## config.mk

```make
export PLATFORM = sky130hd
export DESIGN_NAME = fft_seq
export DESIGN_NICKNAME = d
export VERILOG_FILES = /design/src/rtl/fft_seq.sv
export SDC_FILE = /design/constraint.sdc
export NUM_CORES = 1
export LEC_CHECK = 0
export BUFFER_PORTS_ARGS = -buffer_cell sky130_fd_sc_hd__buf_2
export CELL_PAD_IN_SITES_DETAIL_PLACEMENT = 1
export CELL_PAD_IN_SITES_GLOBAL_PLACEMENT = 1
export CORE_MARGIN = 8
export CORE_UTILIZATION = 40
export CTS_CLUSTER_DIAMETER = 80
export CTS_CLUSTER_SIZE = 20
export DETAILED_ROUTE_END_ITERATION = 10
export PLACE_DENSITY = 0.7
export SLEW_MARGIN = 20
export SYNTH_ARGS = -nofsm -noshare
export SYNTH_HDL_FRONTEND = slang
export SYNTH_SLANG_ARGS = --single-unit
```

## constraint.sdc

```tcl
create_clock -name clk -period 3.7 [get_ports clk]
set_input_delay 0.37 -clock clk [delete_from_list [all_inputs] [get_ports clk]]
set_output_delay 0.37 -clock clk [all_outputs]
set_load 0.1 [all_outputs]
```

## src/rtl/fft_seq.sv

```systemverilog
// fft_seq: control sequencer for a streaming FFT core (load frame, run stages, unload frame).
// Optional macro FFT_SEQ_CONTINUOUS_EN: the last output beat re-enters the load phase without a start.
module fft_seq #(
    parameter int LANES      = 4,
    parameter int NUMSAMPLES = 32,
    parameter int NUMSTAGES  = 5,
    parameter int TIMEOUT    = 255,
    localparam int BW = ((NUMSAMPLES / LANES) > 1) ? $clog2(NUMSAMPLES / LANES) : 1,
    localparam int SW = $clog2(NUMSTAGES + 1)
) (
    input  logic          clk,
    input  logic          rst_n,
    input  logic          start,
    input  logic          abort,
    input  logic          ld_valid,
    output logic          ld_data,
    output logic          en,
    input  logic          stage_done,
    output logic [SW-1:0] stage,
    output logic          output_data,
    output logic          out_valid,
    input  logic          out_ready,
    output logic [BW-1:0] beat,
    output logic          done,
    output logic          error
);

    typedef enum logic [2:0] {
        IDLE,
        LDRAM,
        RAMRDY,
        RUNNING,
        DONE,
        OUTPUT
    } state_e;

    localparam int TW = $clog2(TIMEOUT + 1);
    localparam logic [BW-1:0] LASTBEAT  = BW'((NUMSAMPLES / LANES) - 1);
    localparam logic [SW-1:0] LASTSTAGE = SW'(NUMSTAGES - 1);
    localparam logic [TW-1:0] IDLELIMIT = TW'(TIMEOUT - 1);

    state_e        state_q, state_d;
    logic [BW-1:0] beat_q, beat_d;
    logic [SW-1:0] stage_q, stage_d;
    logic [TW-1:0] idle_q, idle_d;
    logic          error_q, error_d;
    logic          ld_data_q, ld_data_d;
    logic          en_q, en_d;
    logic          output_data_q, output_data_d;
    logic          out_valid_q, out_valid_d;
    logic          done_q, done_d;

    always_ff @(posedge clk or negedge rst_n) begin
        if (!rst_n) begin
            state_q       <= IDLE;
            beat_q        <= '0;
            stage_q       <= '0;
            idle_q        <= '0;
            error_q       <= 1'b0;
            ld_data_q     <= 1'b0;
            en_q          <= 1'b0;
            output_data_q <= 1'b0;
            out_valid_q   <= 1'b0;
            done_q        <= 1'b0;
        end else begin
            state_q       <= state_d;
            beat_q        <= beat_d;
            stage_q       <= stage_d;
            idle_q        <= idle_d;
            error_q       <= error_d;
            ld_data_q     <= ld_data_d;
            en_q          <= en_d;
            output_data_q <= output_data_d;
            out_valid_q   <= out_valid_d;
            done_q        <= done_d;
        end
    end

    // Abort overrides every transition but leaves the sticky error flag alone.
    always_comb begin
        state_d = state_q;
        beat_d  = beat_q;
        stage_d = stage_q;
        idle_d  = idle_q;
        error_d = error_q;
        if (abort) begin
            state_d = IDLE;
            beat_d  = '0;
            stage_d = '0;
            idle_d  = '0;
        end else begin
            unique case (state_q)
                IDLE: begin
                    if (start) begin
                        state_d = LDRAM;
                        error_d = 1'b0;
                        beat_d  = '0;
                        idle_d  = '0;
                    end
                end
                LDRAM: begin
                    if (ld_valid) begin
                        idle_d = '0;
                        if (beat_q == LASTBEAT) begin
                            state_d = RAMRDY;
                            beat_d  = '0;
                        end else begin
                            beat_d = beat_q + BW'(1);
                        end
                    end else if (idle_q == IDLELIMIT) begin
                        state_d = IDLE;
                        error_d = 1'b1;
                        idle_d  = '0;
                        beat_d  = '0;
                    end else begin
                        idle_d = idle_q + TW'(1);
                    end
                end
                RAMRDY: state_d = RUNNING;
                RUNNING: begin
                    if (stage_done) begin
                        stage_d = stage_q + SW'(1);
                        if (stage_q == LASTSTAGE) begin
                            state_d = DONE;
                        end
                    end
                end
                DONE: state_d = OUTPUT;
                OUTPUT: begin
                    if (out_valid_q && out_ready) begin
                        if (beat_q == LASTBEAT) begin
                            beat_d  = '0;
                            stage_d = '0;
`ifdef FFT_SEQ_CONTINUOUS_EN
                            state_d = LDRAM;
                            idle_d  = '0;
`else
                            state_d = IDLE;
`endif
                        end else begin
                            beat_d = beat_q + BW'(1);
                        end
                    end
                end
                default: state_d = IDLE;
            endcase
        end
    end

    // Flags are decoded from the next state so they leave the flops aligned with it.
    always_comb begin
        ld_data_d     = (state_d == LDRAM);
        en_d          = (state_d == RUNNING);
        output_data_d = (state_d == OUTPUT);
        out_valid_d   = (state_d == OUTPUT);
        done_d        = (state_d == DONE) || (state_d == OUTPUT);
    end

    assign ld_data     = ld_data_q;
    assign en          = en_q;
    assign output_data = output_data_q;
    assign out_valid   = out_valid_q;
    assign done        = done_q;
    assign error       = error_q;
    assign stage       = stage_q;
    assign beat        = beat_q;

endmodule

```

==> qor.txt, run 1 <==
Status -> completed
CP Class -> flop to flop
Skew final -> 0.00589 ns
Worst-Skew Late Latency -> 0.31 ns
Count leader, synth -> dfrtp_1
Via Count -> 1079
Synth area leader -> dfrtp_1
Pwr Density -> 338 mW/mm2
Grt ovf -> 0
CP cell instances -> nand2b_1 -> nor4_4 -> a211oi_4 -> mux2_4
Crit-path leading delay family -> simple AND/OR/NAND/NOR gates
Layout area overhead -> 11.7%
Cts repair resizes -> 0
Syn Inst Count -> 137
Final setup violation count -> 0
Synth Register Bits -> 22
Minimum clock period -> 1.92 ns
Setup TNS -> 0 ns
DP HPWL -> 2.35 mm
Sequential share of the synthesized area -> 41.9%
Max clock buf depth -> 2
Core footprint -> 0.00326 mm2
Max Cap Viol -> 0
Ys async rst share -> 100%
Critical path capture point type -> flop
Top post-synthesis cells by area -> dfrtp_1, ha_1, nand2_1, mux2i_1, inv_1
1st-iter DRT viols -> 78
H-tree Lvls -> 1
Area of the multi-input gates -> 693 um2
Dpl ws -> 1.50 ns
CP Launch Type -> flop
Die H -> 73.3 um
HP Class -> input pin to asynchronous set/reset pin
IO Count -> 19
Number of synthesized flops with an enable pin -> 0
RSZ-0062 raised after global routing -> no
Die area -> 0.00538 mm2
CP max FO -> 12
Share of cells above drive strength 1 -> 21.7%
FF/Latch Area -> 551 um2
Root Driver -> clkbuf_4
Pins Over Slew Limit -> 0
# hold bufs at CTS -> 0
Setup bufs post-CTS -> 0
Most used DFF post-synth -> dfrtp_1
Crit path DAT -> 2.13 ns
First-pass GRT wire length -> 5.36 mm
Routed WL -> 3.07 mm
CTS tree -> yes
CP max stage cell -> nor4_4
Cts bufs inserted -> 3
P_leak -> 0.660 nW
Cell Rows -> 21
Routed WL per cell -> 15.5 um
VDD IR-drop max -> 0.183 mV
Worst path bufs/invs -> 0
Final worst setup slack -> 1.78 ns
Total Routing Usage GR -> 12.7%
Synth Warn # -> 0
Number of global-route vias before repair -> 1069
Synthesized area per cell -> 9.60 um2
Die width -> 73.3 um
Routed vias/inst -> 5.45
Clock transition at path regs -> 0.13 ns
Routed Antenna Nets -> 0
Drt drc -> 0
Hold Fails Final Rpt -> 0
# clock sinks -> 22
Final Cycle Share -> 51.9%
Initial Util -> 40.4%
Slew @ Worst Pin -> 0.684 ns
Largest net degree at the start of global routing -> 23
Fillers -> 403
GPL Wtd Cong -> 0.816
PortBufs -> 18
Synthesized net count -> 150
Slew margin rel. -> 54.0%
Req. time, crit path -> 3.91 ns
Ant diodes -> 0
TritonRoute pass-1 iters -> 4
Post-Syn Area -> 0.00132 mm2
Synth unique cells -> 43
Initial antenna violation count -> 0
Post-synth top cells -> dfrtp_1, nand2_1, inv_1
Max frequency -> 0.520 GHz
Delay of the slowest critical-path stage -> 0.54 ns
Synth top area share -> 41.9%
Final Net Count -> 166
-- metrics by stage --
step                      std cells  hold slack (ns)  cell area, um2  power (mW)  utilization, %
final                           198          0.00526            1470       0.496            45.1
after global routing            198           0.0330            1470       0.520            45.1
after CTS                       198           0.0130            1460       0.502            44.8
after detailed placement        194            0.367            1420       0.367            43.7
after global placement          194            0.368            1420       0.364            43.7
after floorplan                 137           0.0744            1320       0.341               -
-- path summary, 6_finish.rpt --
kind	cells past startpoint	endpoint	slack, ns	start
worst max-delay path	4	beat[0]	1.78	state_q[1]
worst min-delay path	1	en	0.005	rst_n
worst max register to register	4	beat[0]	1.78	state_q[1]
worst min register to register	1	idle_q[5]	0.49	idle_q[5]
max in group asynchronous	1	idle_q[3]	3.35	rst_n
min in group clk	4	error	0.39	start
-- report_power, final --
group          leakage [nW]  switching (mW)  internal, mW
logic                 0.337          0.0799        0.0260
clock network        0.0210          0.0747        0.0601
registers             0.302         0.00764         0.248
-- flip-flops by register name, indices dropped and copies added, names as in the netlist --
register   cells
stage          3
ld_data        1
done           1
beat           3
en             1
out_valid      1
error          1
state_q        3
idle_q         8
-- cell families after synthesis --
logic type	share of synthesized area, %
compound gates	17.8
fa+ha+maj	5.71
buf+inv	6.09
flops	41.9
mux	4.95
simple gates	23.6
-- per-layer routing --
layer  wire [um]  vias up  global-route usage, %
met1        1370      545                   15.3
met4          23        0                   3.33
met3         133        2                   3.96
met2        1540       13                   21.3
li1            -      519                      -
met5           0        -                      0
-- layout by cell type, fill, tap and decap left out, types with 5 or more instances in the layout --
cell type and count:
buf_2 18, a21oi_1 5, inv_1 11, dfrtp_1 22, nand2_1 16, o21ai_0 5, ha_1 6, mux2i_1 5
-- layout make-up --
cell class / count / share of cell area [%]
Multi-Input combinational cell: 97 / 47.2
Clock buffer: 4 / 2.47
Timing Repair Buffer: 18 / 6.13
Sequential cell: 22 / 37.5
Inverter: 11 / 2.81
Tap cell: 46 / 3.92
(Power assumes the default switching activity.)
==> run 2, diff against run 1 <==
--- a/config.mk
+++ b/config.mk
@@ -9,11 +9,11 @@
 export CELL_PAD_IN_SITES_DETAIL_PLACEMENT = 1
 export CELL_PAD_IN_SITES_GLOBAL_PLACEMENT = 1
 export CORE_MARGIN = 8
-export CORE_UTILIZATION = 40
+export CORE_UTILIZATION = 39
 export CTS_CLUSTER_DIAMETER = 80
 export CTS_CLUSTER_SIZE = 20
 export DETAILED_ROUTE_END_ITERATION = 10
-export PLACE_DENSITY = 0.7
+export PLACE_DENSITY = 0.72
 export SLEW_MARGIN = 20
 export SYNTH_ARGS = -nofsm -noshare
 export SYNTH_HDL_FRONTEND = slang
==> constraint.sdc (replaced) <==
create_clock -name clk -period 1.6 [get_ports clk]
set_input_delay 0.16 -clock clk [delete_from_list [all_inputs] [get_ports clk]]
set_output_delay 0.16 -clock clk [all_outputs]
set_load 0.1 [all_outputs]
==> run 2 against run 1 <==
Compared with the run above: fmax is 22% higher; clock-buffer cell count stayed put; utilization is 7.3 points higher; largest power group unchanged; total power is 130% higher; first-iteration DRC count is 47% lower; die area is 2.0% higher; critical path depth is 1 higher; clock skew is 0.0044 ns higher; combinational power grew to 2.7 times the previous value; setup slack worse by 1.8 ns; sequential power is 130% higher; routed wire length is 18% higher.
==> qor.txt, run 2 (synthesized netlist as in run 1, its figures left out) <==
GR Layer Usage met1 -> 14.6% (-0.71 points)
Initial antenna violation count -> 0 (unchanged)
Critical path capture point type -> flop
Min-delay src -> start
Top reg by flops -> idle_q
IO Count -> 19 (unchanged)
Routed Antenna Nets -> 0 (unchanged)
CP max FO -> 4 (-8)
Via Count -> 1128 (+4.5%)
R2r endpoint -> state_q[0]
GPL Wtd Cong -> 0.792 (-2.9%)
Delay of the slowest critical-path stage -> 0.53 ns (about the same)
CTS tree -> yes
Max Cap Viol -> 0 (unchanged)
Total Routing Usage GR -> 13.8% (+1.1 points)
Ant diodes -> 0 (unchanged)
Pwr Density -> 670 mW/mm2 (+98%)
DP Area -> 0.00159 mm2 (+12%)
CP Class -> flop to flop
Hold Fails Final Rpt -> 0 (unchanged)
Final Cycle Share -> 98.6% (+47 points)
Max frequency -> 0.634 GHz (+22%)
Global Route met2 Usage -> 26.2% (+4.9 points)
R2r worst-path depth -> 5 (+1)
Cell Rows -> 21 (unchanged)
P_leak -> 0.746 nW (+13%)
DP HPWL -> 2.65 mm (+13%)
# clock sinks -> 22 (unchanged)
CP Launch Type -> flop
Global routing's busiest layer -> met2
Setup bufs post-CTS -> 0 (unchanged)
HP Class -> input pin to flop
Most common cell after layout, fill and taps aside -> buf_2
Core footprint -> 0.00328 mm2 (+0.81%)
Dpl ws -> 0.0115 ns (-1.48 ns)
Number of global-route vias before repair -> 1289 (+21%)
Met3 usage -> 3.64% (-0.32 points)
TritonRoute pass-1 iters -> 4 (unchanged)
Worst path bufs/invs -> 0 (unchanged)
Share of cells above drive strength 1 -> 42.0% (+20 points)
Minimum clock period -> 1.58 ns (-0.344 ns)
First-pass GRT wire length -> 6.00 mm (+12%)
Reg-to-Reg Start -> beat[0]
Crit-path leading delay family -> flip-flops
Hold Crit Depth -> 4
Worst Setup SP -> beat[0]
Die width -> 74.1 um (+1.0%)
Largest net degree at the start of global routing -> 23 (unchanged)
Setup TNS -> 0 ns (unchanged)
Skew final -> 0.0103 ns (+0.00445 ns)
Slew @ Worst Pin -> 0.527 ns (-0.157 ns)
Fillers -> 379 (-6.0%)
Commonest cells after routing, fill and taps aside -> buf_2, nand2_1, buf_4
Pins Over Slew Limit -> 0 (unchanged)
Routed WL per cell -> 16.8 um (+8.6%)
Final worst setup slack -> 0.0218 ns (-1.76 ns)
Status -> completed
Crit path DAT -> 1.82 ns (-0.31 ns)
Cell mode on critical path -> ha_4
PortBufs -> 18 (unchanged)
VDD IR-drop max -> 0.457 mV (+150%)
Post-route cell area -> 0.00172 mm2 (+17%)
Initial Util -> 40.0% (-0.32 points)
1st-iter DRT viols -> 41 (-47%)
Grt ovf -> 0 (unchanged)
Final Net Count -> 183 (+10%)
Cts bufs inserted -> 3 (unchanged)
Worst-Skew Late Latency -> 0.32 ns (about the same)
Clock transition at path regs -> 0.13 ns (about the same)
R2R Setup Slk -> 0.02 ns (-1.76 ns)
Die H -> 74.1 um (+1.0%)
Final setup violation count -> 0 (unchanged)
H-tree Lvls -> 1 (unchanged)
RSZ-0062 raised after global routing -> yes
Drt drc -> 0 (unchanged)
Req. time, crit path -> 1.84 ns (-2.07 ns)
CP cell instances -> ha_4 -> ha_4 -> a211o_1 -> o221a_4 -> nor2_2
Routed vias/inst -> 5.25 (-3.7%)
Slew margin rel. -> 64.9% (+11 points)
Layout area overhead -> 30.8%
Root Driver -> clkbuf_4
Worst Hold Path EP -> error
Largest register FFs -> 8 (unchanged)
CP max stage cell -> dfrtp_4
Tot Pwr -> 1.15 mW (+130%)
Max clock buf depth -> 2 (unchanged)
Finished Layout Cells -> 215 (+8.6%)
Routed WL -> 3.62 mm (+18%)
Die area -> 0.00549 mm2 (+2.0%)
Inst Count DP -> 210 (+8.2%)
-- run 2: stage by stage --
step	util, %	hold slack [ns]
finish	52.4	0.187
global route	52.4	0.208
CTS	50.3	0.184
detailed placement	48.5	0.168
global placement	48.5	0.159
floorplan	-	-0.136
-- run 2: how the worst max path moves through the flow --
| stage | slack (ns) | cells after the start | to |
|---|---|---|---|
| 2_1_floorplan | -0.04 | 5 | en |
| 3_3_place_gp | 0.03 | 4 | state_q[0] |
| 3_5_place_dp | 0.01 | 5 | idle_q[1] |
| 4_1_cts | 0.009 | 5 | state_q[0] |
| 5_1_grt | -0.08 | 5 | idle_q[1] |
| 6_report | 0.02 | 5 | state_q[0] |
-- run 2: cell type report --
class	count	area [um2]	area share (%)
Multi-Input combinational cell	97	798	46.4
Inverter	11	41.3	2.40
Tap cell	46	57.6	3.35
Timing Repair Buffer	35	224	13.0
Clock buffer	4	26.3	1.53
Sequential cell	22	573	33.3
-- run 2: what timing repair did --
action,CTS,global route
gates resized for setup,4,17
endpoints found under the hold margin,22,0
hold buffers,1,0
pin swaps,0,2
setup endpoints to repair,6,14
-- run 2: where the power goes --
part | switching (mW) | internal [mW] | total (mW) | leakage, nW
clock network | 0.180 | 0.0974 | 0.277 | 0.0150
registers | 0.0162 | 0.578 | 0.594 | 0.286
logic | 0.202 | 0.0794 | 0.281 | 0.445
total | 0.398 | 0.755 | 1.15 | 0.746
-- run 2: tightest hold or removal path, delay by kind of cell --
kind	cells	cell delay [ns]
buffers and inverters	1	0.13
AND/OR/NAND/NOR	2	0.13
AO/OA/AOI/OAI	1	0.06
-- run 2: routing by layer --
metal / part of all wire [%] / vias to the layer above
met5: 0 / -
met3: 4.7 / 4
met4: 0.47 / 0
li1: - / 551
met2: 54 / 13
met1: 41 / 560
